$ cat src/rtl/seven_seg_pkg.sv
// seven_seg_pkg -- shared constants for the seven-segment scan driver.
//   SEG_W      : segment bus width
//   seg_bit_e  : segment order, led = {a,b,c,d,e,f,g}, g is bit 0
//   SEG_BLANK  : all segments off (active-low)
//   SEG_LUT    : 16-entry active-low hex decode, indexed by nibble
package seven_seg_pkg;

  localparam int SEG_W = 7;

  typedef enum int {
    SEG_G = 0,
    SEG_F = 1,
    SEG_E = 2,
    SEG_D = 3,
    SEG_C = 4,
    SEG_B = 5,
    SEG_A = 6
  } seg_bit_e;

  localparam logic [SEG_W-1:0] SEG_BLANK = 7'b1111111;

  // Entry k is the pattern for nibble k; listed F down to 0.
  localparam logic [15:0][SEG_W-1:0] SEG_LUT = {
    7'b0111000,  // F
    7'b0110000,  // E
    7'b1000010,  // d
    7'b0110001,  // C
    7'b1100000,  // b
    7'b0001000,  // A
    7'b0000100,  // 9
    7'b0000000,  // 8
    7'b0001111,  // 7
    7'b0100000,  // 6
    7'b0100100,  // 5
    7'b1001100,  // 4
    7'b0000110,  // 3
    7'b0010010,  // 2
    7'b1001111,  // 1
    7'b0000001   // 0
  };

endpackage

$ cat src/rtl/seven_seg_scan_driver_if.sv
// seven_seg_scan_driver_if -- load/data request and display outputs.
//   load    : single-cycle capture request
//   data    : NUM_DIGITS hex nibbles, nibble 0 = rightmost digit
//   pending : captured data waiting for the next frame boundary
//   an      : active-low digit enables
//   led     : active-low segments {a,b,c,d,e,f,g}
// Modports: master (data source / bench), slave (driver).
interface seven_seg_scan_driver_if #(
  parameter int NUM_DIGITS = 4
);
  import seven_seg_pkg::*;

  logic                    load;
  logic [4*NUM_DIGITS-1:0] data;
  logic                    pending;
  logic [NUM_DIGITS-1:0]   an;
  logic [SEG_W-1:0]        led;

  modport master (output load, data, input pending, an, led);
  modport slave  (input load, data, output pending, an, led);
endinterface

$ cat src/rtl/seven_seg_decoder.sv
// seven_seg_decoder -- combinational hex to active-low segment decode.
//   nib : 4-bit hex value
//   seg : segments {a,b,c,d,e,f,g}, active-low
module seven_seg_decoder
  import seven_seg_pkg::*;
(
  input  logic [3:0]       nib,
  output logic [SEG_W-1:0] seg
);
  assign seg = SEG_LUT[nib];
endmodule

$ cat src/rtl/seven_seg_scan_driver.sv
// seven_seg_scan_driver -- multiplexed seven-segment display driver with
// frame-synchronous (tear-free) data update.
//   clk   : clock, rising edge
//   reset : asynchronous, active-high
//   bus   : seven_seg_scan_driver_if.slave (load, data, pending, an, led)
// Each digit is lit for REFRESH_CYCLES clocks; new data is held in a
// pending register and only becomes active at a frame boundary (digit
// index wrapping to 0). an/led are registered from the current index and
// active data, so they trail that state by one clock.
// Optional build macro SEVEN_SEG_LZ_BLANK_EN: blank leading zero digits
// (digit 0 always shown).
module seven_seg_scan_driver
  import seven_seg_pkg::*;
#(
  parameter int NUM_DIGITS     = 4,
  parameter int REFRESH_CYCLES = 50000
) (
  input  logic clk,
  input  logic reset,
  seven_seg_scan_driver_if.slave bus
);
  localparam int CNT_W = $clog2(REFRESH_CYCLES);
  localparam int IDX_W = (NUM_DIGITS > 1) ? $clog2(NUM_DIGITS) : 1;
  localparam logic [CNT_W-1:0] CNT_LAST = CNT_W'(REFRESH_CYCLES - 1);
  localparam logic [IDX_W-1:0] IDX_LAST = IDX_W'(NUM_DIGITS - 1);

  logic [CNT_W-1:0]            cnt;
  logic [IDX_W-1:0]            idx;
  logic [NUM_DIGITS-1:0][3:0]  active_q;
  logic [NUM_DIGITS-1:0][3:0]  pend_q;
  logic                        pending_q;
  logic                        wrap;
  logic                        frame_end;
  logic [3:0]                  nib;
  logic [SEG_W-1:0]            seg;
  logic [SEG_W-1:0]            led_d;
  logic [SEG_W-1:0]            led_q;
  logic [NUM_DIGITS-1:0]       an_d;
  logic [NUM_DIGITS-1:0]       an_q;

  assign wrap      = (cnt == CNT_LAST);
  // With a single digit IDX_LAST is 0, so every wrap is a frame boundary.
  assign frame_end = wrap && (idx == IDX_LAST);

  // Refresh counter and digit index.
  always_ff @(posedge clk or posedge reset) begin
    if (reset) begin
      cnt <= '0;
      idx <= '0;
    end else if (wrap) begin
      cnt <= '0;
      idx <= (idx == IDX_LAST) ? '0 : idx + 1'b1;
    end else begin
      cnt <= cnt + 1'b1;
    end
  end

  // Pending/active data. A load on the boundary cycle bypasses the pending
  // register so the new value appears in the very next frame; any older
  // pending value is dropped.
  always_ff @(posedge clk or posedge reset) begin
    if (reset) begin
      active_q  <= '0;
      pend_q    <= '0;
      pending_q <= 1'b0;
    end else if (bus.load && frame_end) begin
      active_q  <= bus.data;
      pending_q <= 1'b0;
    end else if (bus.load) begin
      pend_q    <= bus.data;
      pending_q <= 1'b1;
    end else if (frame_end && pending_q) begin
      active_q  <= pend_q;
      pending_q <= 1'b0;
    end
  end

  assign nib = active_q[idx];

  seven_seg_decoder u_dec (
    .nib (nib),
    .seg (seg)
  );

`ifdef SEVEN_SEG_LZ_BLANK_EN
  // Highest digit holding a nonzero nibble; digits above it are blanked.
  // Starts at 0 so digit 0 is never blank.
  logic [IDX_W-1:0] msd;
  always_comb begin
    msd = '0;
    for (int k = 1; k < NUM_DIGITS; k++)
      if (active_q[k] != 4'h0) msd = IDX_W'(k);
  end
  assign led_d = (idx > msd) ? SEG_BLANK : seg;
`else
  assign led_d = seg;
`endif

  always_comb begin
    an_d = '1;
    for (int k = 0; k < NUM_DIGITS; k++)
      if (idx == IDX_W'(k)) an_d[k] = 1'b0;
  end

  always_ff @(posedge clk or posedge reset) begin
    if (reset) begin
      an_q  <= '1;
      led_q <= SEG_BLANK;
    end else begin
      an_q  <= an_d;
      led_q <= led_d;
    end
  end

  assign bus.an      = an_q;
  assign bus.led     = led_q;
  assign bus.pending = pending_q;

endmodule

$ cat src/flat_wrapper.sv
// flat-port wrapper written by rule: the top's interface ports become plain ports
module seven_seg_scan_driver_flat import seven_seg_pkg::*;
#(
  parameter int NUM_DIGITS     = 4,
  parameter int REFRESH_CYCLES = 50000
)
  (clk, reset, bus_load, bus_data, bus_pending, bus_an, bus_led);
  seven_seg_scan_driver_if #(.NUM_DIGITS(NUM_DIGITS)) bus_i ();
  input  logic clk;
  input  logic reset;
  input wire logic [$bits(bus_i.load)-1:0] bus_load;
  input wire logic [$bits(bus_i.data)-1:0] bus_data;
  output wire logic [$bits(bus_i.pending)-1:0] bus_pending;
  output wire logic [$bits(bus_i.an)-1:0] bus_an;
  output wire logic [$bits(bus_i.led)-1:0] bus_led;
  assign bus_i.load = bus_load;
  assign bus_i.data = bus_data;
  assign bus_pending = bus_i.pending;
  assign bus_an = bus_i.an;
  assign bus_led = bus_i.led;
  seven_seg_scan_driver #(.NUM_DIGITS(NUM_DIGITS), .REFRESH_CYCLES(REFRESH_CYCLES)) u_core (.clk(clk), .reset(reset), .bus(bus_i));
endmodule
$ cat config.mk
export PLATFORM = sky130hd
export DESIGN_NAME = seven_seg_scan_driver_flat
export DESIGN_NICKNAME = d
export VERILOG_FILES = /design/src/rtl/seven_seg_pkg.sv /design/src/rtl/seven_seg_scan_driver_if.sv /design/src/rtl/seven_seg_decoder.sv /design/src/rtl/seven_seg_scan_driver.sv /design/src/flat_wrapper.sv
export SDC_FILE = /design/constraint.sdc
export NUM_CORES = 1
export LEC_CHECK = 0
export ABC_CLOCK_PERIOD_IN_PS = 5500
export CORE_ASPECT_RATIO = 2
export CORE_MARGIN = 3
export CORE_UTILIZATION = 50
export CTS_CLUSTER_DIAMETER = 100
export DETAILED_ROUTE_END_ITERATION = 12
export PLACE_DENSITY_LB_ADDON = 0.1
export RECOVER_POWER = 100
export SETUP_SLACK_MARGIN = 0.15
export SYNTH_ARGS = -nofsm -noshare
export SYNTH_HDL_FRONTEND = slang
export SYNTH_SLANG_ARGS = --single-unit
$ cat constraint.sdc
create_clock -name clk -period 5.5 [get_ports clk]
set_clock_uncertainty 0.15 [all_clocks]
set_input_delay 1.1 -clock clk [delete_from_list [all_inputs] [get_ports clk]]
set_output_delay 1.1 -clock clk [all_outputs]
set_load 0.05 [all_outputs]
==> run_results.csv, run 1 <==
group,metric,value,unit
status,outcome,"complete, no violations",
worst_setup_path,path_cells,"dlygate4sd3_1",
clocking,cts.clk_slew.worst_paths,70,ps
worst_setup_path,crit_required,4250,ps
floorplanning,start_util,52.79,%
hold_path,hold_depth,1,
power_and_ir_drop,power_density,274.7,mW/mm²
clocking,holdBufCountCts,0,
timing,rsz0062_at_grt,"false",
routing,first_pass_iters,4,
worst_setup_path,worstPathArrival,1960,ps
worst_setup_path,path_buf_inv,1,
worst_setup_path,critPathLaunchType,"flip-flop",
hold_path,min-delay-start,"u_core.cnt[0]",
worst_setup_path,path_class,"flip-flop to output port",
worst_setup_path,r2r_slack,2300,ps
clocking,cts.repair.resized,0,
final_layout,multiInputGateArea,0.001257,mm²
clocking,cts_tree,"yes",
place,dp_hpwl,4140,µm
worst_setup_path,cpLargestDelayFamily,"buffers and inverters",
global_route,grt_max_degree,63,
timing,finalHoldViolations,0,
timing,post-route-min-period,3209,ps
timing,timing.final.max_slew_violations,0,
final_layout,area_delta_synth_final,17.04,%
timing,clock.fmax,311.7,MHz
job,cap_violations,0,
worst_setup_path,cp_max_fo,16,
timing,timing.final.crit_share,58.34,%
clocking,cts_buffer_depth,2,
floorplanning,die_area,0.006885,mm²
clocking,postCtsSetupBuffers,0,
clocking,h-tree-depth,3,
clocking,clkLatencyLatePin,340,ps
clocking,cts.sinks,62,
worst_setup_path,end_kind,"output port",
final_layout,diodes,0,
synth,synth_nets,272,
routing,remaining_drc_errors,0,
timing,tns,0,ps
synth,yosys.cell_types.count,39,
global_route,grt.busiest_layer,"met2",
floorplanning,row_count,38,
floorplanning,ioPinCount,31,
routing,vias,1972,
hold_path,min_to,"u_core.cnt[0]",
floorplanning,die_y,114.4,µm
clocking,root_buffer,"clkbuf_8",
hold_path,hold_path_class,"flip-flop to flip-flop",
routing,postRouteAntennaNets,0,
global_route,track_usage,19.52,%
final_layout,drive_above_1_share,11.79,%
worst_setup_path,r2r-end,"u_core.pend_q[4]",
synth,ys.flop_type,"dfrtp_1",
global_route,use_met2,33.74,%
synth,yosysWarnings,0,
place,portBuffers,30,
place,gp_congestion,0.8344,
global_route,grt_util_met3,2.935,%
timing,relSlewSlack,21.00,%
synth,synth_edf_count,0,
global_route,antenna_found_initial,0,
global_route,grt_util_met1,22.17,%
final_layout,nFillCells,433,
synth,synthArstFlopShare,100.0,%
routing,post_drt_wl_per_cell,17.21,µm
timing,setup_viol,0,
worst_setup_path,critPathMaxStageDelay,950,ps
synth,synth_area_per_cell,12.13,µm²
timing,worst_hold_slack,313.2,ps
worst_setup_path,reg2reg_from,"u_core.cnt[11]",
floorplanning,core_area,0.005563,mm²
synth,syn_inst,242,
routing,avgViaCountPerCell,5.800,
routing,drtIter0Drc,69,
clocking,cts_buffers,9,
final_layout,fin_util,61.79,%
global_route,grt_pass1_vias,2047,
final_layout,final_nets,306,
synth,synth_area,0.002937,mm²
worst_setup_path,slowest_stage,"dlygate4sd3_1",
global_route,grt_pass1_wl,9777,µm
floorplanning,die_w,60.19,µm
timing,tightest_slew,1183,ps
routing,wirelength,5852,µm
worst_setup_path,r2r_cells,4,
power_and_ir_drop,p_leak,1.493,nW
synth,ys_seq_area_share,53.30,%
power_and_ir_drop,vdd_ir_drop_max,0.2159,mV
final_layout,seq_area,0.001565,mm²
global_route,grt_remaining_overflow,0,
synth,yosys_register_bits,62,
## report_power, final
| part | leakage [nW] | switching (mW) | total, mW | internal (mW) |
|---|---|---|---|---|
| clock network | 0.0865 | 0.166 | 0.351 | 0.186 |
| registers | 0.754 | 0.00967 | 0.491 | 0.482 |
| logic | 0.652 | 0.0560 | 0.102 | 0.0457 |
| total | 1.49 | 0.231 | 0.944 | 0.713 |
## kinds of logic (layout without fill, tap and decap cells)
logic type	Yosys count	count (layout)	share of synthesized area, %
and+or+nand+nor	60	60	12.53
xor gates and xnor gates	12	12	3.579
buffers and inverters	24	62	3.409
adders and majority gates	11	11	4.687
DFF	62	62	53.30
muxes	22	22	9.970
AOI/OAI and AO/OA	51	51	12.53
## Yosys cell counts, types with 3 or more instances
cell       instances  area (µm²)
a21oi_1           14       70.07
a22oi_1            5       37.54
and3b_1           12       105.1
clkbuf_1           7       26.28
dfrtp_1           51        1276
dfstp_2           11       289.0
ha_1              11       137.6
inv_1             14       52.55
mux2_1            16       180.2
mux4_2             4       90.09
nand2_1            8       30.03
nand3_1            7       35.03
nand4_1            4       25.02
nor2_1            10       37.54
nor2b_1            5       31.28
nor4_1             3       18.77
o21a_1             4       30.03
o22ai_1            3       18.77
o2bb2ai_1         16       140.1
xnor2_1            5       43.79
xor2_1             7       61.31
## routing by layer
layer	part of all wire (%)	wire [µm]	vias to the layer above
met3	2.5	147	13
met2	55	3245	37
li1	-	-	943
met1	39	2296	979
met5	0	0	-
met4	2.8	162	0
## state kept, by name, summed over array words and instances, names as in the netlist
| register | cells |
|---|---|
| u_core.bus.an | 4 |
| u_core.bus.led | 7 |
| u_core.bus.pending | 1 |
| u_core.cnt | 16 |
| u_core.active_q | 16 |
| u_core.pend_q | 16 |
| u_core.idx | 2 |
## through the flow
stage	std cells	power, mW	worst slack [ps]	cell area [µm²]
4_1_cts	340	0.9556	2284	3455
2_1_floorplan	242	0.5657	2727	2937
6_report	340	0.9443	2291	3437
3_3_place_gp	325	0.6024	2553	3287
3_5_place_dp	325	0.6053	2508	3287
5_1_grt	340	0.9791	2121	3437
## worst max path at each step
stage,from,to,slack (ps),cells after the start
6_report,u_core.bus.pending,bus_pending,2290,1
5_1_grt,u_core.cnt[12],u_core.pend_q[4],2120,4
4_1_cts,u_core.bus.pending,bus_pending,2280,1
3_5_place_dp,u_core.cnt[11],u_core.pend_q[4],2510,4
3_3_place_gp,u_core.cnt[11],u_core.pend_q[10],2550,4
2_1_floorplan,reset,u_core.active_q[0],2730,1
## layout make-up
type / instances / share of cell area [%]
inverters: 14 / 1.529
multi-input cells: 156 / 36.59
clock inverters: 1 / 0.1456
clock buffers: 14 / 4.732
flip-flops and latches: 62 / 45.54
repair buffers: 33 / 9.283
well taps: 60 / 2.184
## cell usage in the layout, fill, tap and decap left out, types with 4 or more instances in the layout
master,synthesis,final
dfrtp_1,51,51
nand2_1,8,9
nor2b_1,5,5
nor2_1,10,10
nand4_1,4,4
ha_1,11,11
dlygate4sd3_1,0,13
mux2_1,16,16
o21a_1,4,4
and3b_1,12,12
dfstp_2,11,11
clkbuf_1,7,4
o21ai_0,2,4
o2bb2ai_1,16,16
xor2_1,7,7
inv_1,14,13
clkbuf_8,0,11
nand3_1,7,7
mux4_2,4,4
clkdlybuf4s50_1,0,17
a22oi_1,5,5
a21oi_1,14,14
xnor2_1,5,5
No activity file was read; power rests on OpenSTA's default activity.
==> run 2: changes to the inputs <==
Settings changed: ABC_CLOCK_PERIOD_IN_PS 5500 to 3000.
Clock period 5.5 ns to 3 ns, I/O delays scaled along.
==> run 2 against run 1 <==
  * Sequential power grew 84%
  * Final area grew 1.9%
  * Register-to-register slack lost 1900 ps
  * Die area is the same
  * Combinational power grew 82%
  * Via count grew 1.7%
  * Critical path depth grew 4
  * Sequential cell count is the same
  * Critical path type is now flip-flop to flip-flop
  * Highest routed layer unchanged
==> run_results.csv, run 2 (synthesis gave the netlist of run 1 again) <==
group,metric,value,unit
hold_path,hold_depth,1,
hold_path,min-delay-start,"u_core.cnt[0]",
timing,timing.final.crit_share,87.76,%
worst_setup_path,r2r_cells,5,
timing,rsz0062_at_grt,"false",
clocking,cts_buffers,9,
power_and_ir_drop,switching_share,23.60,%
worst_setup_path,slowest_stage,"or4b_1",
final_layout,fin_area,0.003501,mm²
final_layout,final_cell_mix,"51 x dfrtp_1, 17 x clkdlybuf4s50_1, 16 x o2bb2ai_1, 16 x mux2_1, 14 x a21oi_1",
global_route,grt.busiest_layer,"met2",
place,dp_hpwl,4367,µm
place,dpl-instance-area,0.003329,mm²
routing,remaining_drc_errors,0,
final_layout,drive_above_1_share,14.04,%
worst_setup_path,worstPathArrival,2700,ps
clocking,clkLatencyLatePin,340,ps
clocking,cts.repair.resized,0,
final_layout,fin_util,62.93,%
place,gp_congestion,0.8193,
clocking,h-tree-depth,3,
hold_path,hold_path_class,"flip-flop to flip-flop",
worst_setup_path,critPathMaxStageDelay,580,ps
power_and_ir_drop,p_leak,1.520,nW
floorplanning,start_util,52.79,%
power_and_ir_drop,clkPwrFrac,40.5,%
worst_setup_path,critPathLaunchType,"flip-flop",
timing,finalHoldViolations,0,
timing,post-route-min-period,2633,ps
routing,vias,2006,
final_layout,area_delta_synth_final,19.22,%
global_route,grt_pass1_wl,10160,µm
timing,tns,0,ps
worst_setup_path,cp_max_fo,18,
floorplanning,die_w,60.19,µm
worst_setup_path,path_buf_inv,1,
clocking,cts_tree,"yes",
routing,first_pass_iters,4,
job,cap_violations,0,
power_and_ir_drop,power_switching,0.4311,mW
global_route,grt_max_degree,63,
clocking,root_buffer,"clkbuf_8",
global_route,use_met2,35.26,%
worst_setup_path,r2r-end,"u_core.active_q[15]",
routing,postRouteAntennaNets,0,
final_layout,largestRegisters,"u_core.active_q (16), u_core.cnt (16), u_core.pend_q (16)",
routing,post_drt_wl_per_cell,17.59,µm
worst_setup_path,crit_required,3070,ps
power_and_ir_drop,combPwrFrac,10.2,%
global_route,grt_pass1_vias,2107,
worst_setup_path,end_kind,"flip-flop",
timing,fin_ws,367.3,ps
final_layout,diodes,0,
power_and_ir_drop,p_int,1.395,mW
clocking,postCtsSetupBuffers,0,
routing,wirelength,6069,µm
timing,relSlewSlack,2.373,%
worst_setup_path,reg2reg_from,"u_core.cnt[11]",
timing,clock.fmax,379.8,MHz
floorplanning,ioPinCount,31,
worst_setup_path,cpLargestDelayFamily,"simple AND/OR/NAND/NOR gates",
global_route,antenna_found_initial,0,
final_layout,final_nets,310,
worst_setup_path,crit_start,"u_core.cnt[11]",
clocking,holdBufCountCts,0,
status,outcome,"complete, no violations",
power_and_ir_drop,p_seq_share,49.4,%
global_route,track_usage,20.40,%
clocking,cts.clk_slew.worst_paths,60,ps
timing,timing.final.max_slew_violations,0,
global_route,grt_util_met3,4.063,%
worst_setup_path,path_class,"flip-flop to flip-flop",
floorplanning,die_y,114.4,µm
power_and_ir_drop,finalPower,1.826,mW
power_and_ir_drop,power_density,521.6,mW/mm²
floorplanning,die_area,0.006885,mm²
final_layout,final_common_cell,"dfrtp_1",
hold_path,min_to,"u_core.cnt[0]",
floorplanning,row_count,38,
worst_setup_path,path_cells,"or4b_1 > or4_1 > buf_4 > o21bai_2 > o2bb2ai_1",
routing,drtIter0Drc,101,
place,portBuffers,30,
clocking,cts_buffer_depth,2,
place,dp_slack,408.4,ps
timing,setup_viol,0,
global_route,grt_remaining_overflow,0,
power_and_ir_drop,vdd_ir_drop_max,0.4159,mV
routing,avgViaCountPerCell,5.814,
floorplanning,core_area,0.005563,mm²
global_route,grt_util_met1,22.68,%
clocking,cts.sinks,62,
timing,tightest_slew,1464,ps
worst_setup_path,r2r_slack,370,ps
run 2: cell count changes in the layout (fill, tap and decap cells not counted):
cell,change
buf_4,+2
bufinv_16,+1
clkbuf_2,+1
clkinvlp_4,+1
nand2_1,-1
nand2_2,+1
o21bai_1,-1
o21bai_2,+1
run 2: layer usage:
layer | vias up | part of all wire, %
met4 | 0 | 3.6
met5 | - | 0
met1 | 1001 | 38
li1 | 952 | -
met3 | 17 | 2.7
met2 | 36 | 55
run 2: final cells by class:
type                    instances  area (µm²)
fillers                       485        2062
flip-flops and latches         62        1565
multi-input cells             156        1264
repair buffers                 37       342.8
clock buffers                  13       158.9
well taps                      60       75.07
inverters                      14       52.55
clock inverters                 3       42.54
run 2: power by group through the flow:
stage          Combinational (mW)  Clock (mW)  Sequential (mW)
2_1_floorplan              0.0961           0            0.941
3_3_place_gp                0.193           0            0.915
3_5_place_dp                0.196           0            0.917
4_1_cts                     0.196       0.757            0.902
5_1_grt                     0.204       0.798            0.905
6_report                    0.186       0.739            0.901
run 2: worst max-delay path by stage:
| stage | slack (ps) | cells after the start | end |
|---|---|---|---|
| floorplan | 520 | 6 | u_core.pend_q[0] |
| finish | 370 | 5 | u_core.active_q[15] |
| CTS | 400 | 4 | u_core.pend_q[3] |
| global placement | 480 | 4 | u_core.pend_q[10] |
| detailed placement | 410 | 4 | u_core.pend_q[3] |
| global route | 270 | 5 | u_core.active_q[10] |
run 2: metrics by stage:
| stage | std cells | hold WS [ps] |
|---|---|---|
| finish | 345 | 316.5 |
| floorplan | 242 | 282.9 |
| CTS | 345 | 317.3 |
| global placement | 329 | 307.4 |
| detailed placement | 329 | 307.3 |
| global route | 345 | 342.5 |
==> run 3: changes to the inputs <==
Settings changed: ABC_CLOCK_PERIOD_IN_PS 3000 to 2620, CTS_CLUSTER_SIZE set to 16.
Clock period 3 ns to 2.62 ns, I/O delays scaled along.
==> run 3 against run 2 <==
  * Power increased by 13%
  * Maximum frequency grew 7.7%
  * Sequential power is 14% higher
  * Sequential cell count unchanged
  * Cell count increased by 1.4%
  * Global-route usage grew 0.14 points
  * Largest cell class unchanged
  * Via count about the same
  * Combinational power up 17%
  * Count of clock-buffer cells in the layout fell by 3
==> run_results.csv, run 3 (synthesis gave the netlist of run 1 again) <==
group,metric,value,unit
final_layout,final_common_cell,"dfrtp_1",
routing,wirelength,6394,µm
worst_setup_path,reg2reg_from,"u_core.cnt[7]",
global_route,track_usage,20.55,%
global_route,grt_pass1_vias,2159,
timing,post-route-min-period,2445,ps
clocking,root_buffer,"clkbuf_8",
timing,timing.final.crit_share,93.30,%
timing,timing.final.max_slew_violations,0,
hold_path,min-delay-start,"u_core.cnt[0]",
timing,rsz0062_at_grt,"false",
power_and_ir_drop,vdd_ir_drop_max,0.6631,mV
place,dp_hpwl,4493,µm
timing,finalHoldViolations,0,
job,cap_violations,0,
timing,fin_ws,175.4,ps
place,dp_slack,149.5,ps
worst_setup_path,critPathLaunchType,"flip-flop",
routing,remaining_drc_errors,0,
clocking,clkLatencyLatePin,340,ps
final_layout,diodes,0,
place,gp_congestion,0.8447,
power_and_ir_drop,p_leak,1.542,nW
hold_path,min_to,"u_core.cnt[0]",
worst_setup_path,crit_required,2700,ps
clocking,cts_buffers,9,
worst_setup_path,end_kind,"flip-flop",
worst_setup_path,r2r-end,"u_core.pend_q[7]",
floorplanning,die_w,60.19,µm
global_route,grt_pass1_wl,10210,µm
routing,avgViaCountPerCell,5.737,
timing,tns,0,ps
routing,drtIter0Drc,76,
floorplanning,ioPinCount,31,
final_layout,drive_above_1_share,15.86,%
final_layout,area_delta_synth_final,20.84,%
floorplanning,start_util,52.79,%
timing,clock.fmax,409.1,MHz
routing,post_drt_wl_per_cell,18.27,µm
floorplanning,die_y,114.4,µm
hold_path,hold_depth,1,
floorplanning,row_count,38,
power_and_ir_drop,power_density,579.7,mW/mm²
routing,postRouteAntennaNets,0,
worst_setup_path,cp_max_fo,8,
clocking,cts_buffer_depth,2,
worst_setup_path,r2r_slack,180,ps
worst_setup_path,path_class,"flip-flop to flip-flop",
global_route,grt_max_degree,33,
status,outcome,"complete, no violations",
floorplanning,core_area,0.005563,mm²
clocking,holdBufCountCts,0,
global_route,antenna_found_initial,0,
place,portBuffers,30,
clocking,cts_tree,"yes",
power_and_ir_drop,finalPower,2.057,mW
worst_setup_path,r2r_cells,4,
routing,vias,2008,
timing,tightest_slew,797.4,ps
timing,setup_viol,0,
routing,first_pass_iters,4,
final_layout,final_cell_mix,"51 x dfrtp_1, 17 x clkdlybuf4s50_1, 16 x o2bb2ai_1, 16 x mux2_1",
hold_path,hold_path_class,"flip-flop to flip-flop",
clocking,cts.sinks,62,
global_route,grt_remaining_overflow,0,
final_layout,largestRegisters,"u_core.active_q (16), u_core.cnt (16), u_core.pend_q (16)",
worst_setup_path,worstPathArrival,2520,ps
clocking,postCtsSetupBuffers,0,
timing,relSlewSlack,46.78,%
final_layout,final_nets,315,
clocking,h-tree-depth,3,
clocking,cts.clk_slew.worst_paths,70,ps
floorplanning,die_area,0.006885,mm²
==> run 3: cell count changes in the layout (fill, tap and decap cells not counted) <==
cell	change
buf_12	+1
buf_4	+1
clkbuf_2	+1
clkbuf_8	-2
clkinv_1	-1
clkinv_2	+1
clkinvlp_4	+2
inv_1	+1
nand2_4	+1
o21bai_2	-1
o21bai_4	+1
or4_1	-1
or4_4	+1
==> run 3: timing repair <==
| action | in CTS | in global routing |
|---|---|---|
| pin swaps | 1 | 1 |
| endpoints found under the setup margin | 6 | 16 |
| gates cloned | 0 | 1 |
| resized for setup | 0 | 2 |
==> run 3: routing by layer <==
layer  share of wire [%]  wire, µm  global-route usage (%)
met1                  37      2387                   21.35
met2                  58      3737                   37.07
met3                 2.2       142                   4.176
met4                 2.0       127                   10.21
met5                   0         0                       0
==> run 3: area by class of cell <==
| cell class | count | area [µm²] |
|---|---|---|
| Tap cell | 60 | 75.07 |
| Fill cell | 469 | 2014 |
| Sequential cell | 62 | 1565 |
| Inverter | 14 | 52.55 |
| Timing Repair Buffer | 41 | 379.1 |
| Multi-Input combinational cell | 157 | 1286 |
| Clock inverter | 6 | 62.56 |
| Clock buffer | 10 | 127.6 |
==> run 3: report_power, final <==
part           internal [mW]  switching (mW)  leakage, nW
clock network          0.435           0.372       0.0883
logic                 0.0983           0.119        0.699
registers               1.01          0.0213        0.754
==> run 3: worst max path at each step <==
| stage | from | end | slack (ps) | depth (start not counted) |
|---|---|---|---|---|
| 3_3_place_gp | u_core.cnt[11] | u_core.pend_q[10] | 180 | 4 |
| 2_1_floorplan | u_core.cnt[11] | u_core.pend_q[0] | 180 | 6 |
| 5_1_grt | u_core.cnt[11] | u_core.pend_q[0] | 110 | 4 |
| 6_report | u_core.cnt[7] | u_core.pend_q[7] | 180 | 4 |
| 4_1_cts | u_core.cnt[11] | u_core.pend_q[3] | 150 | 4 |
| 3_5_place_dp | u_core.cnt[11] | u_core.pend_q[3] | 150 | 4 |
==> run 3: through the flow <==
stage / util (%) / cell area (µm²) / instances / hold slack [ps]
2_1_floorplan: - / 2942 / 242 / 282.9
3_3_place_gp: 60.71 / 3377 / 333 / 299.9
3_5_place_dp: 60.71 / 3377 / 333 / 303.6
4_1_cts: 64.13 / 3567 / 349 / 329.4
5_1_grt: 63.79 / 3548 / 350 / 342.1
6_report: 63.79 / 3548 / 350 / 324.0
==> run 3: critical path, cell delays in order (launching register included) <==
cell and delay, ps:
dfrtp_1 410, or4bb_1 560, or4_4 610, nand2_2 240, mux2_1 350
